--- src/rtl/fib_seq_ctrl_if.sv ---
// ----------------------------------------------------------------------------
// fib_seq_ctrl_if
//
// Term stream from the Fibonacci sequencing controller to its downstream
// consumer. It uses a valid/ready handshake: a term moves across in any
// cycle where term_valid and term_ready are both high.
//
// Signals:
//   term        captured 16-bit term
//   term_valid  a term is on offer
//   term_ready  the consumer takes the offered term
//   term_idx    0-based index of the offered term within the job
//
// Modports:
//   master  the controller side (drives term, term_valid, term_idx)
//   slave   the consumer side (drives term_ready)
// ----------------------------------------------------------------------------
interface fib_seq_ctrl_if #(
    parameter int CNT_W = 8
);
    logic [15:0]      term;
    logic             term_valid;
    logic             term_ready;
    logic [CNT_W-1:0] term_idx;

    modport master (
        output term,
        output term_valid,
        output term_idx,
        input  term_ready
    );

    modport slave (
        input  term,
        input  term_valid,
        input  term_idx,
        output term_ready
    );
endinterface

--- src/rtl/fib_seq_ctrl.sv ---
// ----------------------------------------------------------------------------
// fib_seq_ctrl
//
// Sequencing controller for one 16-bit Fibonacci term generator. A start
// request clears the generator and then steps it exactly `count` times. Each
// step's term is captured and offered to a downstream consumer over a
// valid/ready handshake. After each accepted term the controller waits GAP
// idle cycles before the next step. This block is the only driver of the
// generator's enable and clear.
//
// Parameters:
//   CNT_W  width of the job term count and of the term index
//   GAP    idle cycles between a term's acceptance and the next step (0..255)
//
// Ports:
//   clk, rst     clock (rising edge); synchronous active-high reset
//   start,count  job request and term count, sampled only while idle
//   busy         high in every state except IDLE
//   done         one-cycle pulse at the end of every job
//   err          sticky: the generator failed to raise gen_valid on a step
//   ovf          sticky: the job stopped on a 16-bit wrap (optional feature)
//   gen_rst      one-cycle generator clear
//   gen_en       one-cycle generator step
//   gen_valid    generator term valid, one cycle after gen_en
//   gen_out      generator term
//   term_if      term stream to the consumer (master side)
//
// Build option:
//   FIB_OVERFLOW_STOP_EN  when defined, a captured term that is smaller than
//                         the previous term in the job (a 16-bit wrap) is
//                         discarded. The job then ends with ovf set. When
//                         undefined, wrapped terms are delivered unchanged
//                         and ovf is tied low.
// ----------------------------------------------------------------------------
module fib_seq_ctrl #(
    parameter int CNT_W = 8,
    parameter int GAP   = 0
) (
    input  logic              clk,
    input  logic              rst,
    input  logic              start,
    input  logic [CNT_W-1:0]  count,
    output logic              busy,
    output logic              done,
    output logic              err,
    output logic              ovf,
    output logic              gen_rst,
    output logic              gen_en,
    input  logic              gen_valid,
    input  logic [15:0]       gen_out,
    fib_seq_ctrl_if.master    term_if
);

    typedef enum logic [2:0] {
        S_IDLE,
        S_CLEAR,
        S_ISSUE,
        S_CAPTURE,
        S_PUSH,
        S_GAP,
        S_DONE
    } state_t;

    // The gap counter is loaded with GAP-1 and the state exits when the
    // counter reaches zero, so the GAP state lasts exactly GAP cycles.
    localparam logic [7:0] GAP_INIT = 8'((GAP > 0) ? (GAP - 1) : 0);

    state_t           state_q, state_d;
    logic [CNT_W-1:0] cnt_q;
    logic [CNT_W-1:0] idx_q;
    logic [CNT_W-1:0] idx_inc;
    logic [CNT_W-1:0] term_idx_q;
    logic [15:0]      term_q;
    logic [7:0]       gap_q;
    logic             err_q;
    logic             accept;
    logic             wrap_hit;

    logic             load_job;
    logic             capture;
    logic             set_err;
    logic             set_ovf;
    logic             gap_load;

    assign accept  = (state_q == S_PUSH) && term_if.term_ready;
    assign idx_inc = idx_q + 1'b1;

`ifdef FIB_OVERFLOW_STOP_EN
    logic ovf_q;

    // term_q still holds the previous term of this job, so it is the
    // reference for detecting a wrap. The first term has no predecessor.
    assign wrap_hit = (idx_q != '0) && (gen_out < term_q);
    assign ovf      = ovf_q;
`else
    assign wrap_hit = 1'b0;
    assign ovf      = 1'b0;
`endif

    // ------------------------------------------------------------------
    // Next-state and control strobes
    // ------------------------------------------------------------------
    always_comb begin
        state_d  = state_q;
        load_job = 1'b0;
        capture  = 1'b0;
        set_err  = 1'b0;
        set_ovf  = 1'b0;
        gap_load = 1'b0;

        unique case (state_q)
            S_IDLE: begin
                if (start) begin
                    load_job = 1'b1;
                    state_d  = (count == '0) ? S_DONE : S_CLEAR;
                end
            end

            S_CLEAR: state_d = S_ISSUE;

            S_ISSUE: state_d = S_CAPTURE;

            S_CAPTURE: begin
                if (!gen_valid) begin
                    set_err = 1'b1;
                    state_d = S_DONE;
                end else if (wrap_hit) begin
                    set_ovf = 1'b1;
                    state_d = S_DONE;
                end else begin
                    capture = 1'b1;
                    state_d = S_PUSH;
                end
            end

            S_PUSH: begin
                if (term_if.term_ready) begin
                    if (idx_inc == cnt_q) begin
                        state_d = S_DONE;
                    end else if (GAP > 0) begin
                        gap_load = 1'b1;
                        state_d  = S_GAP;
                    end else begin
                        state_d = S_ISSUE;
                    end
                end
            end

            S_GAP: begin
                if (gap_q == 8'd0) begin
                    state_d = S_ISSUE;
                end
            end

            S_DONE: state_d = S_IDLE;

            default: state_d = S_IDLE;
        endcase
    end

    // ------------------------------------------------------------------
    // State and datapath registers
    // ------------------------------------------------------------------
    always_ff @(posedge clk) begin
        if (rst) begin
            state_q    <= S_IDLE;
            cnt_q      <= '0;
            idx_q      <= '0;
            term_idx_q <= '0;
            term_q     <= '0;
            gap_q      <= '0;
            err_q      <= 1'b0;
`ifdef FIB_OVERFLOW_STOP_EN
            ovf_q      <= 1'b0;
`endif
        end else begin
            state_q <= state_d;

            // The job count is latched here. Later changes on `count`
            // do not affect the running job.
            if (load_job) begin
                cnt_q <= count;
                idx_q <= '0;
                err_q <= 1'b0;
`ifdef FIB_OVERFLOW_STOP_EN
                ovf_q <= 1'b0;
`endif
            end

            if (set_err) begin
                err_q <= 1'b1;
            end

`ifdef FIB_OVERFLOW_STOP_EN
            if (set_ovf) begin
                ovf_q <= 1'b1;
            end
`endif

            // term_idx follows the captured term rather than the running
            // counter. That way it keeps the last offered index after the job.
            if (capture) begin
                term_q     <= gen_out;
                term_idx_q <= idx_q;
            end

            if (accept) begin
                idx_q <= idx_inc;
            end

            if (gap_load) begin
                gap_q <= GAP_INIT;
            end else if ((state_q == S_GAP) && (gap_q != 8'd0)) begin
                gap_q <= gap_q - 8'd1;
            end
        end
    end

    // ------------------------------------------------------------------
    // Outputs decoded from state
    // ------------------------------------------------------------------
    assign busy    = (state_q != S_IDLE);
    assign done    = (state_q == S_DONE);
    assign gen_rst = (state_q == S_CLEAR);
    assign gen_en  = (state_q == S_ISSUE);
    assign err     = err_q;

    assign term_if.term       = term_q;
    assign term_if.term_idx   = term_idx_q;
    assign term_if.term_valid = (state_q == S_PUSH);

endmodule

--- src/flat_wrapper.sv ---
// flat-port wrapper written by rule: the top's interface ports become plain ports
module fib_seq_ctrl_flat 
#(
    parameter int CNT_W = 8,
    parameter int GAP   = 0
)
  (clk, rst, start, count, busy, done, err, ovf, gen_rst, gen_en, gen_valid, gen_out, term_if_term, term_if_term_valid, term_if_term_idx, term_if_term_ready);
  fib_seq_ctrl_if #(.CNT_W(CNT_W)) term_if_i ();
  input  logic clk;
  input  logic rst;
  input  logic start;
  input  logic [CNT_W-1:0] count;
  output logic busy;
  output logic done;
  output logic err;
  output logic ovf;
  output logic gen_rst;
  output logic gen_en;
  input  logic gen_valid;
  input  logic [15:0] gen_out;
  output wire logic [$bits(term_if_i.term)-1:0] term_if_term;
  output wire logic [$bits(term_if_i.term_valid)-1:0] term_if_term_valid;
  output wire logic [$bits(term_if_i.term_idx)-1:0] term_if_term_idx;
  input wire logic [$bits(term_if_i.term_ready)-1:0] term_if_term_ready;
  assign term_if_term = term_if_i.term;
  assign term_if_term_valid = term_if_i.term_valid;
  assign term_if_term_idx = term_if_i.term_idx;
  assign term_if_i.term_ready = term_if_term_ready;
  fib_seq_ctrl #(.CNT_W(CNT_W), .GAP(GAP)) u_core (.clk(clk), .rst(rst), .start(start), .count(count), .busy(busy), .done(done), .err(err), .ovf(ovf), .gen_rst(gen_rst), .gen_en(gen_en), .gen_valid(gen_valid), .gen_out(gen_out), .term_if(term_if_i));
endmodule
--- config.mk ---
export PLATFORM = sky130hd
export DESIGN_NAME = fib_seq_ctrl_flat
export DESIGN_NICKNAME = d
export VERILOG_FILES = /design/src/rtl/fib_seq_ctrl_if.sv /design/src/rtl/fib_seq_ctrl.sv /design/src/flat_wrapper.sv
export SDC_FILE = /design/constraint.sdc
export NUM_CORES = 1
export LEC_CHECK = 0
export BUFFER_PORTS_ARGS = -buffer_cell sky130_fd_sc_hd__buf_2
export CORE_UTILIZATION = 47
export CTS_CLUSTER_DIAMETER = 120
export DETAILED_ROUTE_END_ITERATION = 8
export PLACE_DENSITY_LB_ADDON = 0.12
export SLEW_MARGIN = 20
export SYNTH_ARGS = -nofsm -noshare
export SYNTH_HDL_FRONTEND = slang
export SYNTH_SLANG_ARGS = --single-unit
--- constraint.sdc ---
create_clock -name clk -period 1.6 [get_ports clk]
set_input_delay 0.24 -clock clk [delete_from_list [all_inputs] [get_ports clk]]
set_output_delay 0.24 -clock clk [all_outputs]
set_load 0.02 [all_outputs]
==> results.cfg <==
[route]
wl_per_cell_um = 12.18
drt_pass1_iterations = 4
drc = 0
drt_iter0_markers = 108
viasPerCell = 5.057
drt-total-wl_um = 5605
detail-route-antenna-nets = 0
vias = 2326

[floorplanning]
fp.dieW_um = 73.18
io_pins = 60
initial_utilization = 0.4975
die_h_um = 73.18
rows = 25
core-area_sq_um = 4786
die-area_sq_um = 5355

[layout]
design_area_sq_um = 3183
layout-drive-gt1-share = 0.3461
layout_common_cells = 77 x nand2_1, 57 x buf_2, 46 x a21oi_1
stdcell_count = 460
area_delta_synth_final_pct = 33.68
num-fill-cells = 435
num_antenna_cells = 0
fin_nets = 424
final_common_cell = nand2_1

[worst_setup_path]
cpPeakStageDelay_ns = 0.51
crit_type = reg -> reg
cp_slowest_cell = or4_4
cp_top_family = simple AND/OR/NAND/NOR gates
path_cells = nand2_2, or4_4, a32oi_2, o2111ai_2, o31ai_2
crit_start = u_core.idx_q[3]$_SDFFE_PP0P_
cp_max_fo = 3
cp-end-kind = flip-flop
worstReg2RegStart = u_core.idx_q[3]$_SDFFE_PP0P_
path_buf_inv = 0
critPathRequiredTime_ns = 1.82
crit_path_start_kind = flip-flop
arrival_ns = 1.78

[cts]
htree_levels = 2
cts_made_buffers = 5
clockBufferDepth = 2
cts_hold_buf = 0
clock-sinks = 52
clock_tree.root_cell = clkbuf_8
clock_latency_ns = 0.31
clkSlewWorstSetupHoldPaths_ns = 0.10
cts_tree = yes

[placement]
dpl_cell_area_sq_um = 2949
port-buffer-count = 58
dpl.hpwl_um = 3905
place_inst = 451
gp_congestion = 0.7848

[synth]
ys_seq_area_frac = 0.4372
synth_flop_cell = dfxtp_1
netlist_area_sq_um = 2381
synth_edf_count = 0
synthesis.instances = 311
avgSynthCellArea_sq_um = 7.656
async_flop_share = 0
yosysUniqueCellTypes = 45
syn-num-nets = 343
ys_ff_latch = 52
yosysWarnings = 0

[worst_hold_path]
hold_class = in -> reg
min_from = gen_out[1]

[sta]
maxSlewHeadroom = 0.6483
maxSlewViolCount = 0
rsz0062_at_grt = true
worst_slew_pin_slew_ns = 0.5275
setup_violations = 0
max_freq_mhz = 641.0
finalClockSkew_ns = 0.01018
fin_crit_sh = 0.9750
min_period_ns = 1.560
timing_hold_violations_final = 0

[power_and_ir_drop]
p_leak_uw = 0.001312
vdd_drop_max_mv = 0.6676
p_total_uw = 2500
p_per_area_nw_per_um2 = 785.3

[grt]
antenna_found_initial = 0
gr-total-overflow = 0
grt_pass1_vias = 2102
grt_use_total = 0.2179
grt_start_max_net_pins = 52
grt_pass1_wl_um = 9080

[flow_run]
maxCapViolations = 0

[status]
status = complete, no violations
## worst reg2reg max path, cell delays in order, from the launching register on
cell	delay, ns
dfxtp_2	0.35
nand2_2	0.07
or4_4	0.51
a32oi_2	0.17
o2111ai_2	0.15
o31ai_2	0.22
## through the flow
| step | hold slack (ns) | setup TNS, ns | util | worst slack (ns) |
|---|---|---|---|---|
| final | 0.1548 | 0 | 0.6651 | 0.03999 |
| after floorplan | 0.3760 | 0 | - | 0.04471 |
| after global placement | 0.4390 | -0.1049 | 0.6162 | -0.1049 |
| after global routing | 0.1437 | -0.1268 | 0.6651 | -0.05269 |
| after CTS | 0.1485 | 0 | 0.6356 | 0.001270 |
| after detailed placement | 0.4442 | -0.1460 | 0.6162 | -0.1460 |
## path summary, 6_finish.rpt
check                                                      endpoint  slack [ns]  depth (start not counted)
worst max register to register       u_core.state_q[2]$_SDFFE_PP0P_        0.04                          5
worst min register to register  u_core.term_if.term[8]$_SDFFE_PP0P_        0.45                          2
worst min-delay path            u_core.term_if.term[1]$_SDFFE_PP0P_        0.15                          3
worst max-delay path                 u_core.state_q[2]$_SDFFE_PP0P_        0.04                          5
## where the power goes
group | internal, uW | total [uW] | switching, uW
combinational | 168 | 382 | 214
sequential | 1330 | 1370 | 41.8
clock | 311 | 746 | 436
total | 1810 | 2500 | 691
## flip-flops by register name, indices dropped and copies added, names as in the netlist
register                 cells
u_core.cnt_q                 8
u_core.term_if.term         16
u_core.err                   1
u_core.state_q               3
u_core.idx_q                 8
u_core.gap_q                 8
u_core.term_if.term_idx      8
## area by class of cell
class,instances,area (sq um),area share
tap,67,83.83,0.02634
clock buffer,5,68.82,0.02162
timing repair buffer,93,571.8,0.1796
clock inverter,3,21.27,0.006682
inverter,5,18.77,0.005896
multi-input combinational,235,1363,0.4281
sequential,52,1056,0.3318
## metal layers
metal	part of all wire	track usage	routed length, um	vias up
met3	0.027	0.04558	151	5
li1	-	-	-	1209
met4	0.0079	0.04575	44	0
met1	0.44	0.2636	2457	1085
met2	0.53	0.3951	2950	27
met5	0	0	0	-
## kinds of logic after synthesis
family                     synth area share
muxes                              0.004204
other                              0.001575
xor gates and xnor gates            0.04782
and+or+nand+nor                      0.2790
adders and majority gates           0.01577
buffers and inverters               0.04361
AOI/OAI and AO/OA                    0.1708
DFF                                  0.4372
## synth_stat cells, types with 3 or more instances
cell       n  area (sq um)
a211oi_1   4         30.03
a21oi_1   46         230.2
and2_1     3         18.77
and3_1     3         18.77
buf_2      5         25.02
clkbuf_1  11         41.29
dfxtp_1   52          1041
ha_1       3         37.54
inv_1      5         18.77
nand2_1   78         292.8
nand3_1    4         20.02
nand3b_1   3         22.52
nor2_1    31         116.4
nor3_1     5         25.02
o21ai_0    9         45.04
or4_1      3         22.52
xnor2_1    7         61.31
xor2_1     6         52.55
## what timing repair did
action,CTS,global route
pin swaps,1,7
endpoints found under the setup margin,3,16
buffers inserted,0,1
resized for setup,2,34
No activity file was read; power rests on OpenSTA's default activity.
